## src/rtl/ray_dispatch_scheduler.sv

```systemverilog
// ---------------------------------------------------------------------------
// ray_dispatch_scheduler
//
// Walks a WIDTH x HEIGHT frame in raster order and issues one pixel
// coordinate per cycle to a pool of NUM_CORES ray cores. Idle cores are
// picked round-robin, one in-flight pixel is tracked per core, and
// frame_done pulses only after every issued pixel has been retired.
//
// Optional build macro: DISPATCH_PERF_EN
//   When defined, adds a 32-bit frame_cycles output holding the number of
//   busy cycles of the most recently completed frame (saturating).
//
// Ports:
//   clk             in   clock
//   rst             in   synchronous, active-high reset
//   frame_start     in   one-cycle request to render a frame (IDLE only)
//   core_ready      in   [NUM_CORES] core i can accept a pixel
//   core_done       in   [NUM_CORES] one-cycle pulse, core i retired its pixel
//   dispatch_valid  out  [NUM_CORES] one-hot pulse, pixel issued to core i
//   pixel_x         out  [10] x of the issued pixel (holds between issues)
//   pixel_y         out  [10] y of the issued pixel (holds between issues)
//   busy            out  high in any state other than IDLE
//   frame_done      out  one-cycle pulse at frame completion
//   frame_cycles    out  [32] busy cycles of last frame (DISPATCH_PERF_EN)
// ---------------------------------------------------------------------------
module ray_dispatch_scheduler #(
    parameter int WIDTH     = 640,
    parameter int HEIGHT    = 480,
    parameter int NUM_CORES = 4
) (
    input  logic                 clk,
    input  logic                 rst,
    input  logic                 frame_start,
    input  logic [NUM_CORES-1:0] core_ready,
    input  logic [NUM_CORES-1:0] core_done,
    output logic [NUM_CORES-1:0] dispatch_valid,
    output logic [9:0]           pixel_x,
    output logic [9:0]           pixel_y,
    output logic                 busy,
    output logic                 frame_done
`ifdef DISPATCH_PERF_EN
    ,
    output logic [31:0]          frame_cycles
`endif
);

    localparam int PTR_W = (NUM_CORES > 1) ? $clog2(NUM_CORES) : 1;
    localparam int IDX_W = PTR_W + 1;
    localparam logic [9:0] X_LAST = 10'(WIDTH - 1);
    localparam logic [9:0] Y_LAST = 10'(HEIGHT - 1);

    typedef enum logic [1:0] {
        S_IDLE,
        S_DISPATCH,
        S_DRAIN,
        S_DONE
    } state_e;

    state_e               state_q, state_d;
    logic [9:0]           x_q, x_d, y_q, y_d;
    logic [9:0]           px_q, px_d, py_q, py_d;
    logic [PTR_W-1:0]     rr_q, rr_d;
    logic [NUM_CORES-1:0] inflight_q, inflight_d;
    logic [NUM_CORES-1:0] dv_q, dv_d;

    logic [NUM_CORES-1:0] eligible;
    logic                 grant;
    logic [PTR_W-1:0]     grant_idx;
    logic [IDX_W-1:0]     idx;

    // Round-robin search: first eligible core at or after rr_q, wrapping.
    // A core retiring this cycle still has its in-flight bit set here, so
    // it cannot be re-granted until the following cycle.
    always_comb begin
        // NOTE: every variable gets a default before any branch so that
        // no path leaves it unassigned, which would infer a latch.
        eligible  = core_ready & ~inflight_q;
        grant     = 1'b0;
        grant_idx = '0;
        idx       = '0;
        for (int i = 0; i < NUM_CORES; i++) begin
            idx = {1'b0, rr_q} + IDX_W'(i);
            if (idx >= IDX_W'(NUM_CORES)) begin
                idx = idx - IDX_W'(NUM_CORES);
            end
            if (!grant && eligible[idx[PTR_W-1:0]]) begin
                grant     = 1'b1;
                grant_idx = idx[PTR_W-1:0];
            end
        end
    end

    always_comb begin
        state_d    = state_q;
        x_d        = x_q;
        y_d        = y_q;
        px_d       = px_q;
        py_d       = py_q;
        rr_d       = rr_q;
        dv_d       = '0;
        // Retirements are honoured in every state; pulses for cores with
        // nothing in flight simply clear an already-clear bit.
        inflight_d = inflight_q & ~core_done;

        case (state_q)
            S_IDLE: begin
                if (frame_start) begin
                    x_d     = '0;
                    y_d     = '0;
                    state_d = S_DISPATCH;
                end
            end
            S_DISPATCH: begin
                if (grant) begin
                    dv_d                  = NUM_CORES'(1) << grant_idx;
                    px_d                  = x_q;
                    py_d                  = y_q;
                    inflight_d[grant_idx] = 1'b1;
                    rr_d = (grant_idx == PTR_W'(NUM_CORES - 1)) ? '0
                                                                : grant_idx + PTR_W'(1);
                    if (x_q == X_LAST) begin
                        x_d = '0;
                        if (y_q == Y_LAST) begin
                            // Last pixel granted: counters wrap and lie
                            // unused until the next frame_start.
                            y_d     = '0;
                            state_d = S_DRAIN;
                        end else begin
                            y_d = y_q + 10'd1;
                        end
                    end else begin
                        x_d = x_q + 10'd1;
                    end
                end
            end
            S_DRAIN: begin
                if (inflight_q == '0) begin
                    state_d = S_DONE;
                end
            end
            S_DONE: begin
                state_d = S_IDLE;
            end
            default: begin
                state_d = S_IDLE;
            end
        endcase
    end

    // NOTE: sequential state uses non-blocking assignments so every
    // register samples the pre-edge values, independent of statement order.
    always_ff @(posedge clk) begin
        if (rst) begin
            state_q    <= S_IDLE;
            x_q        <= '0;
            y_q        <= '0;
            px_q       <= '0;
            py_q       <= '0;
            rr_q       <= '0;
            inflight_q <= '0;
            dv_q       <= '0;
        end else begin
            state_q    <= state_d;
            x_q        <= x_d;
            y_q        <= y_d;
            px_q       <= px_d;
            py_q       <= py_d;
            rr_q       <= rr_d;
            inflight_q <= inflight_d;
            dv_q       <= dv_d;
        end
    end

    assign dispatch_valid = dv_q;
    assign pixel_x        = px_q;
    assign pixel_y        = py_q;
    assign busy           = (state_q != S_IDLE);
    assign frame_done     = (state_q == S_DONE);

`ifdef DISPATCH_PERF_EN
    logic [31:0] cyc_q, cyc_d, fc_q, fc_d;

    function automatic logic [31:0] sat_inc(input logic [31:0] v);
        return (v == 32'hFFFF_FFFF) ? v : v + 32'd1;
    endfunction

    // cyc_q counts busy cycles already elapsed in this frame. The snapshot
    // is taken on entry to DONE and includes the DONE cycle itself, so it
    // appears together with the frame_done pulse.
    always_comb begin
        cyc_d = cyc_q;
        fc_d  = fc_q;
        if (state_q == S_IDLE) begin
            if (frame_start) begin
                cyc_d = '0;
            end
        end else begin
            cyc_d = sat_inc(cyc_q);
        end
        if (state_q == S_DRAIN && state_d == S_DONE) begin
            fc_d = sat_inc(cyc_d);
        end
    end

    always_ff @(posedge clk) begin
        if (rst) begin
            cyc_q <= '0;
            fc_q  <= '0;
        end else begin
            cyc_q <= cyc_d;
            fc_q  <= fc_d;
        end
    end

    assign frame_cycles = fc_q;
`endif

endmodule

```

## config.mk

```make
export PLATFORM = sky130hd
export DESIGN_NAME = ray_dispatch_scheduler
export DESIGN_NICKNAME = d
export VERILOG_FILES = /design/src/rtl/ray_dispatch_scheduler.sv
export SDC_FILE = /design/constraint.sdc
export NUM_CORES = 1
export LEC_CHECK = 0
export BUFFER_PORTS_ARGS = -buffer_cell sky130_fd_sc_hd__buf_4
export CELL_PAD_IN_SITES_DETAIL_PLACEMENT = 0
export CELL_PAD_IN_SITES_GLOBAL_PLACEMENT = 1
export CORE_MARGIN = 2
export CORE_UTILIZATION = 38
export DETAILED_ROUTE_END_ITERATION = 7
export PLACE_DENSITY = 0.74
export SLEW_MARGIN = 0
export SYNTH_ARGS = -nofsm -noshare
export SYNTH_HDL_FRONTEND = slang
export SYNTH_SLANG_ARGS = --single-unit
export TNS_END_PERCENT = 30
```

## constraint.sdc

```tcl
create_clock -name clk -period 2 [get_ports clk]
set_clock_uncertainty 0.05 [all_clocks]
set_input_delay 0.3 -clock clk [delete_from_list [all_inputs] [get_ports clk]]
set_output_delay 0.3 -clock clk [all_outputs]
set_load 0.01 [all_outputs]
```

==> results of run 1 <==
-- final timing paths --
path	start	endpoint	slack, ns
hold / removal	core_done[1]	inflight_q[1]$_SDFF_PP0_	0.24
setup reg to reg	x_q[1]$_SDFFE_PP0P_	y_q[1]$_SDFFE_PP0P_	0.09
setup / recovery	x_q[1]$_SDFFE_PP0P_	y_q[1]$_SDFFE_PP0P_	0.09
hold reg to reg	pixel_x[6]$_SDFFE_PP0P_	pixel_x[6]$_SDFFE_PP0P_	0.41
-- worst max-delay path: stages (launching register included) --
cell	delay, ns
dfxtp_1	0.35
ha_2	0.20
nand3_2	0.12
or2_4	0.30
o31a_4	0.35
or3_1	0.35
a21oi_1	0.14
-- placed cells by master (no fill, tap or decap), types with 2 or more instances in the layout --
cell type	count
buf_4	75
nand2_1	58
dfxtp_1	51
a21oi_1	40
nor2_1	29
o21ai_0	14
inv_1	9
ha_1	9
a31oi_1	5
nand3_1	5
clkbuf_8	5
nand2b_1	4
nand3b_1	4
and2_1	4
and3_1	4
nor2b_1	4
and2b_2	3
mux2i_1	3
a2111oi_0	3
xnor2_1	3
nand4_1	3
a311oi_1	3
nor3_1	2
a211oi_1	2
or3_1	2
o21a_1	2
-- metrics by stage --
step	TNS, ns	cells	power [mW]	utilization
after floorplan	0	314	2.02	-
after global placement	-0.154	452	2.56	0.474
after global routing	-0.0256	459	3.48	0.494
after CTS	0	458	3.28	0.490
after detailed placement	-0.308	452	2.57	0.474
final	0	459	3.26	0.494
-- power by group --
part	internal, mW	switching, mW
Combinational	0.607	0.818
Clock	0.360	0.329
Sequential	1.10	0.0450
Total	2.06	1.19
-- cell families (layout without fill, tap and decap cells) --
| kind of cell | after synthesis | in the layout |
|---|---|---|
| DFF | 52 | 52 |
| muxes | 4 | 4 |
| buffers and inverters | 26 | 91 |
| AOI/OAI and AO/OA | 82 | 82 |
| and+or+nand+nor | 137 | 137 |
| adders and majority gates | 10 | 10 |
| xor gates and xnor gates | 3 | 3 |
-- layer usage --
layer	vias to the layer above	wire, um
li1	1224	-
met1	1076	3010
met2	32	2830
met3	6	199
met4	0	54
met5	-	0
-- Yosys cell counts (all sizes together) --
master       instances
buf                 11
o21ai               15
and4                 3
and3b                1
a22oi                1
nor2                30
or4                  2
a21o                 1
o41a                 1
nand4bb              1
xnor2                3
o31ai                1
a31oi                6
o21a                 2
or3                  2
o41ai                1
a21oi               40
nand2               58
a311oi               3
dlygate4sd3          1
and2                 4
ha                  10
nor2b                4
and3                 4
nand4                3
and4b                1
dfxtp               52
a2111oi              4
mux2i                4
o32ai                1
inv                  9
or2                  1
nor3                 3
o221a                1
nand2b               4
clkbuf               5
nor4                 2
and2b                4
nand3                6
a211oi               3
nand3b               4
o31a                 2
-- flip-flops by register name, indices dropped and copies added, names as in the netlist --
signal,count
pixel_x,10
pixel_y,10
x_q,10
y_q,10
dispatch_valid,4
inflight_q,4
rr_q,2
state_q,2
-- layout make-up --
type | instances | area share
Multi-Input combinational cell | 236 | 0.437
Sequential cell | 52 | 0.316
Timing Repair Buffer | 76 | 0.177
Tap cell | 80 | 0.0303
Clock buffer | 5 | 0.0209
Inverter | 9 | 0.0102
Clock inverter | 1 | 0.00910
-- repair_timing --
item | CTS | global route
setup endpoints to repair | 34 | 23
pin swaps | 0 | 4
setup buffers | 0 | 1
cloned | 0 | 0
resized for setup | 3 | 7
==> impl_metrics.yaml, run 1 <==
worst_setup_path:
  required_ns: 2.19
  r2r_cells: 6
  cp_data_arrival_time_ns: 2.10
  path_max_fanout: 8
  start_kind: "flip-flop"
  crit_type: "reg2reg"
  cp-end-kind: "flip-flop"
logic_synthesis:
  synth-compound-area-share: 0.204
  synth_top_area_share: 0.402
  synth_area_um2: 2590
  ys_seq_area_frac: 0.402
  synth_cells: 314
  yosys_register_bits: 52
  synth_xor_area_frac: 0.0102
  synth-simple-area-share: 0.269
  syn_area_per_cell_um2: 8.24
  ys_top_cells_by_area: "dfxtp_1 40%, nand2_1 8.4%, a21oi_1 7.7%"
  synth.distinct_cells: 54
  yosys_warnings: 0
  synth_top_family_by_area: "simple AND/OR/NAND/NOR gates"
  synth_top_area_cell: "dfxtp_1"
  synthMuxAreaShare: 0.0155
  synth_fa_ha_area_frac: 0.0484
  synth_fp_nets: 335
pwr:
  p_leak_nw: 1.30
  p_per_area_nw_per_um2: 987
  ir_drop_mv: 0.630
grt:
  busiest_layer: "met2"
  overflow: 0
  grtUsageMet1: 0.221
  grt_first_pass_wirelength_mm: 10.1
  antenna_found_initial: 0
  grt_pass1_vias: 2150
  grt_max_degree: 52
  grtUsageTotal: 0.167
  met3_usage: 0.0295
  met2_usage: 0.280
placed_design:
  portBuffers: 36
  place_ws_ns: -0.0514
  dp_hpwl_mm: 4.42
  dpl-instance-area_um2: 3170
  place_congestion: 0.804
sta:
  finalHoldViolations: 0
  slew_violations: 0
  fin_crit_ns: 1.91
  whs_ns: 0.240
  rsz0062_at_grt: "yes"
  setup_viol_count_final: 0
  fmax_mhz: 523
  min_period_over_period: 0.957
  setup_ws_ns: 0.0866
  relSlewSlack: 0.581
  tightest_slew_ns: 0.623
final_layout:
  diodes: 0
  drive_above_1_share: 0.280
  syn_to_final_growth_pct: 27.5
  multiInputGateArea_um2: 1440
  final.fill_count: 691
  final_area_um2: 3300
  seqCellArea_um2: 1040
  nets: 401
route:
  totalWireLength_mm: 6.09
  ant_nets: 0
  routed_via_density: 5.09
  dr.pass1.iters: 4
  routedWlPerCell_um: 13.3
  drtIter0Drc: 72
  drc: 0
  via_count: 2338
hold_path:
  holdPathStages: 4
  hold_class: "in2reg"
status:
  status: "finished, final reports clean"
cts:
  path_clk_slew_ns: 0.09
  cts-root-buf: "clkbuf_8"
  clk_latency_ns: 0.30
  cts_hold_buffers: 0
  clkSinkCount: 52
  clk_path_buf_depth: 2
  cts_tree: "yes"
  htree_levels: 2
  cts-buffers-inserted: 5
floorplanning:
  fp.dieArea_um2: 7480
  io_pins: 37
  coreArea_um2: 6680
  rows: 30
  die_h_um: 86.5
  die_w_um: 86.5
  start_util: 0.387
flow_run:
  cap_viol_max_count: 0
No activity file was read; power rests on OpenSTA's default activity.
==> run 2, diff against run 1 <==
Settings changed: CORE_ASPECT_RATIO set to 0.8, HOLD_SLACK_MARGIN set to 0.05, SETUP_SLACK_MARGIN set to 0.5.
==> impl_metrics.yaml, run 2 (synthesized netlist as in run 1, its figures left out) <==
floorplanning:
  rows: 26
  start_util: 0.400
  fp.dieArea_um2: 7490
  coreArea_um2: 6470
  io_pins: 37
  die_h_um: 77.8
  die_w_um: 96.3
pwr:
  seq_power_share: 0.324
  p_clk_frac: 0.162
  p_total_mw: 3.58
  combPwrFrac: 0.515
  p_leak_nw: 1.31
  p_sw_mw: 1.43
  p_int_mw: 2.15
  p_sw_frac: 0.400
  ir_drop_mv: 0.428
  p_per_area_nw_per_um2: 1020
grt:
  grt_first_pass_wirelength_mm: 11.4
  grt_pass1_vias: 2252
  antenna_found_initial: 0
  grtUsageTotal: 0.195
  overflow: 0
  grt_max_degree: 52
worst_setup_path:
  path_cells: "and2b_2 -> or4_4 -> and4b_2 -> buf_6 -> nand2_2 -> a31oi_1"
  crit_type: "reg2reg"
  start_kind: "flip-flop"
  critPathMaxStageDelay_ns: 0.57
  path_max_fanout: 5
  cp-end-kind: "flip-flop"
  cp_data_arrival_time_ns: 2.05
  cpMaxStageDelayCell: "or4_4"
  required_ns: 2.12
cts:
  cts-buffers-inserted: 5
  clkSinkCount: 52
  path_clk_slew_ns: 0.09
  cts-root-buf: "clkbuf_8"
  cts_hold_buffers: 0
  clk_latency_ns: 0.31
  htree_levels: 2
  cts_tree: "yes"
  clk_path_buf_depth: 2
final_layout:
  final.fill_count: 639
  layout_commonest_cell: "buf_4"
  diodes: 0
  syn_to_final_growth_pct: 35.9
  final_util: 0.543
  instances_no_fill: 466
  final_cell_mix: "72 x buf_4, 55 x nand2_1, 42 x dfxtp_1, 37 x a21oi_1, 26 x nor2_1"
  drive_above_1_share: 0.366
  nets: 403
flow_run:
  cap_viol_max_count: 0
placed_design:
  portBuffers: 36
  place_inst: 448
  place_congestion: 0.796
  dp_hpwl_mm: 4.59
route:
  routedWlPerCell_um: 14.6
  dr.pass1.iters: 4
  drtIter0Drc: 125
  routed_via_density: 5.14
  via_count: 2397
  drc: 0
  ant_nets: 0
  totalWireLength_mm: 6.82
sta:
  tightest_slew_ns: 0.558
  slew_violations: 0
  fmax_mhz: 518
  fin_crit_ns: 1.93
  finalHoldViolations: 0
  relSlewSlack: 0.628
  rsz0062_at_grt: "yes"
  tns_ns: 0
  min_period_over_period: 0.964
  whs_ns: 0.218
  setup_viol_count_final: 0
status:
  status: "finished, final reports clean"
hold_path:
  hold_class: "in2reg"
[run 2: cell types whose count changed in the layout (fill, tap and decap cells not counted), sizes merged]
cell and change:
clkbuf +2, buf +1, bufinv -1, nor2 +1
[run 2: worst max-delay path, delay by kind of cell, from the launching register on]
| family | cells | cell delay (ns) |
|---|---|---|
| buffers and inverters | 1 | 0.14 |
| AND/OR/NAND/NOR | 4 | 1.18 |
| flip-flops | 1 | 0.35 |
| AO/OA/AOI/OAI | 1 | 0.08 |
[run 2: metrics by stage]
step	setup slack [ns]	area [um2]
final	0.0711	3520
after CTS	0.120	3410
after global routing	0.0196	3520
after floorplan	0.225	2720
after global placement	0.00177	3220
after detailed placement	-0.0185	3220
[run 2: worst paths after layout]
check                                 from                  endpoint  slack, ns  cells after the start
setup / recovery  inflight_q[3]$_SDFF_PP0_       y_q[3]$_SDFFE_PP0P_       0.07                      6
hold / removal                core_done[1]  inflight_q[1]$_SDFF_PP0_       0.22                      4
setup reg to reg  inflight_q[3]$_SDFF_PP0_       y_q[3]$_SDFFE_PP0P_       0.07                      6
hold reg to reg    pixel_y[3]$_SDFFE_PP0P_   pixel_y[3]$_SDFFE_PP0P_       0.41                      2
[run 2: area by class of cell]
cell class | instances | area (um2) | area share
Multi-Input combinational cell | 237 | 1640 | 0.466
Sequential cell | 52 | 1060 | 0.302
Clock buffer | 7 | 76.3 | 0.0217
Inverter | 9 | 38.8 | 0.0110
Timing Repair Buffer | 77 | 597 | 0.170
Tap cell | 84 | 105 | 0.0299
[run 2: layer usage]
metal | wire (um) | track usage
met5 | 0 | 0
met4 | 85 | 0.0557
met3 | 298 | 0.0350
met2 | 2830 | 0.268
met1 | 3600 | 0.306
[run 2: timing repair]
item / 4_1_cts / 5_1_grt
gates resized for setup: 20 / 23
buffers inserted: 4 / 6
pin swaps: 4 / 14
setup endpoints to repair: 53 / 54
cloned: 1 / 0
[run 2: power by group through the flow]
stage / clock [mW] / sequential (mW) / combinational, mW
2_1_floorplan: 0 / 1.17 / 0.991
3_3_place_gp: 0 / 1.17 / 1.54
3_5_place_dp: 0 / 1.17 / 1.54
4_1_cts: 0.600 / 1.15 / 1.73
5_1_grt: 0.651 / 1.17 / 2.01
6_report: 0.579 / 1.16 / 1.84
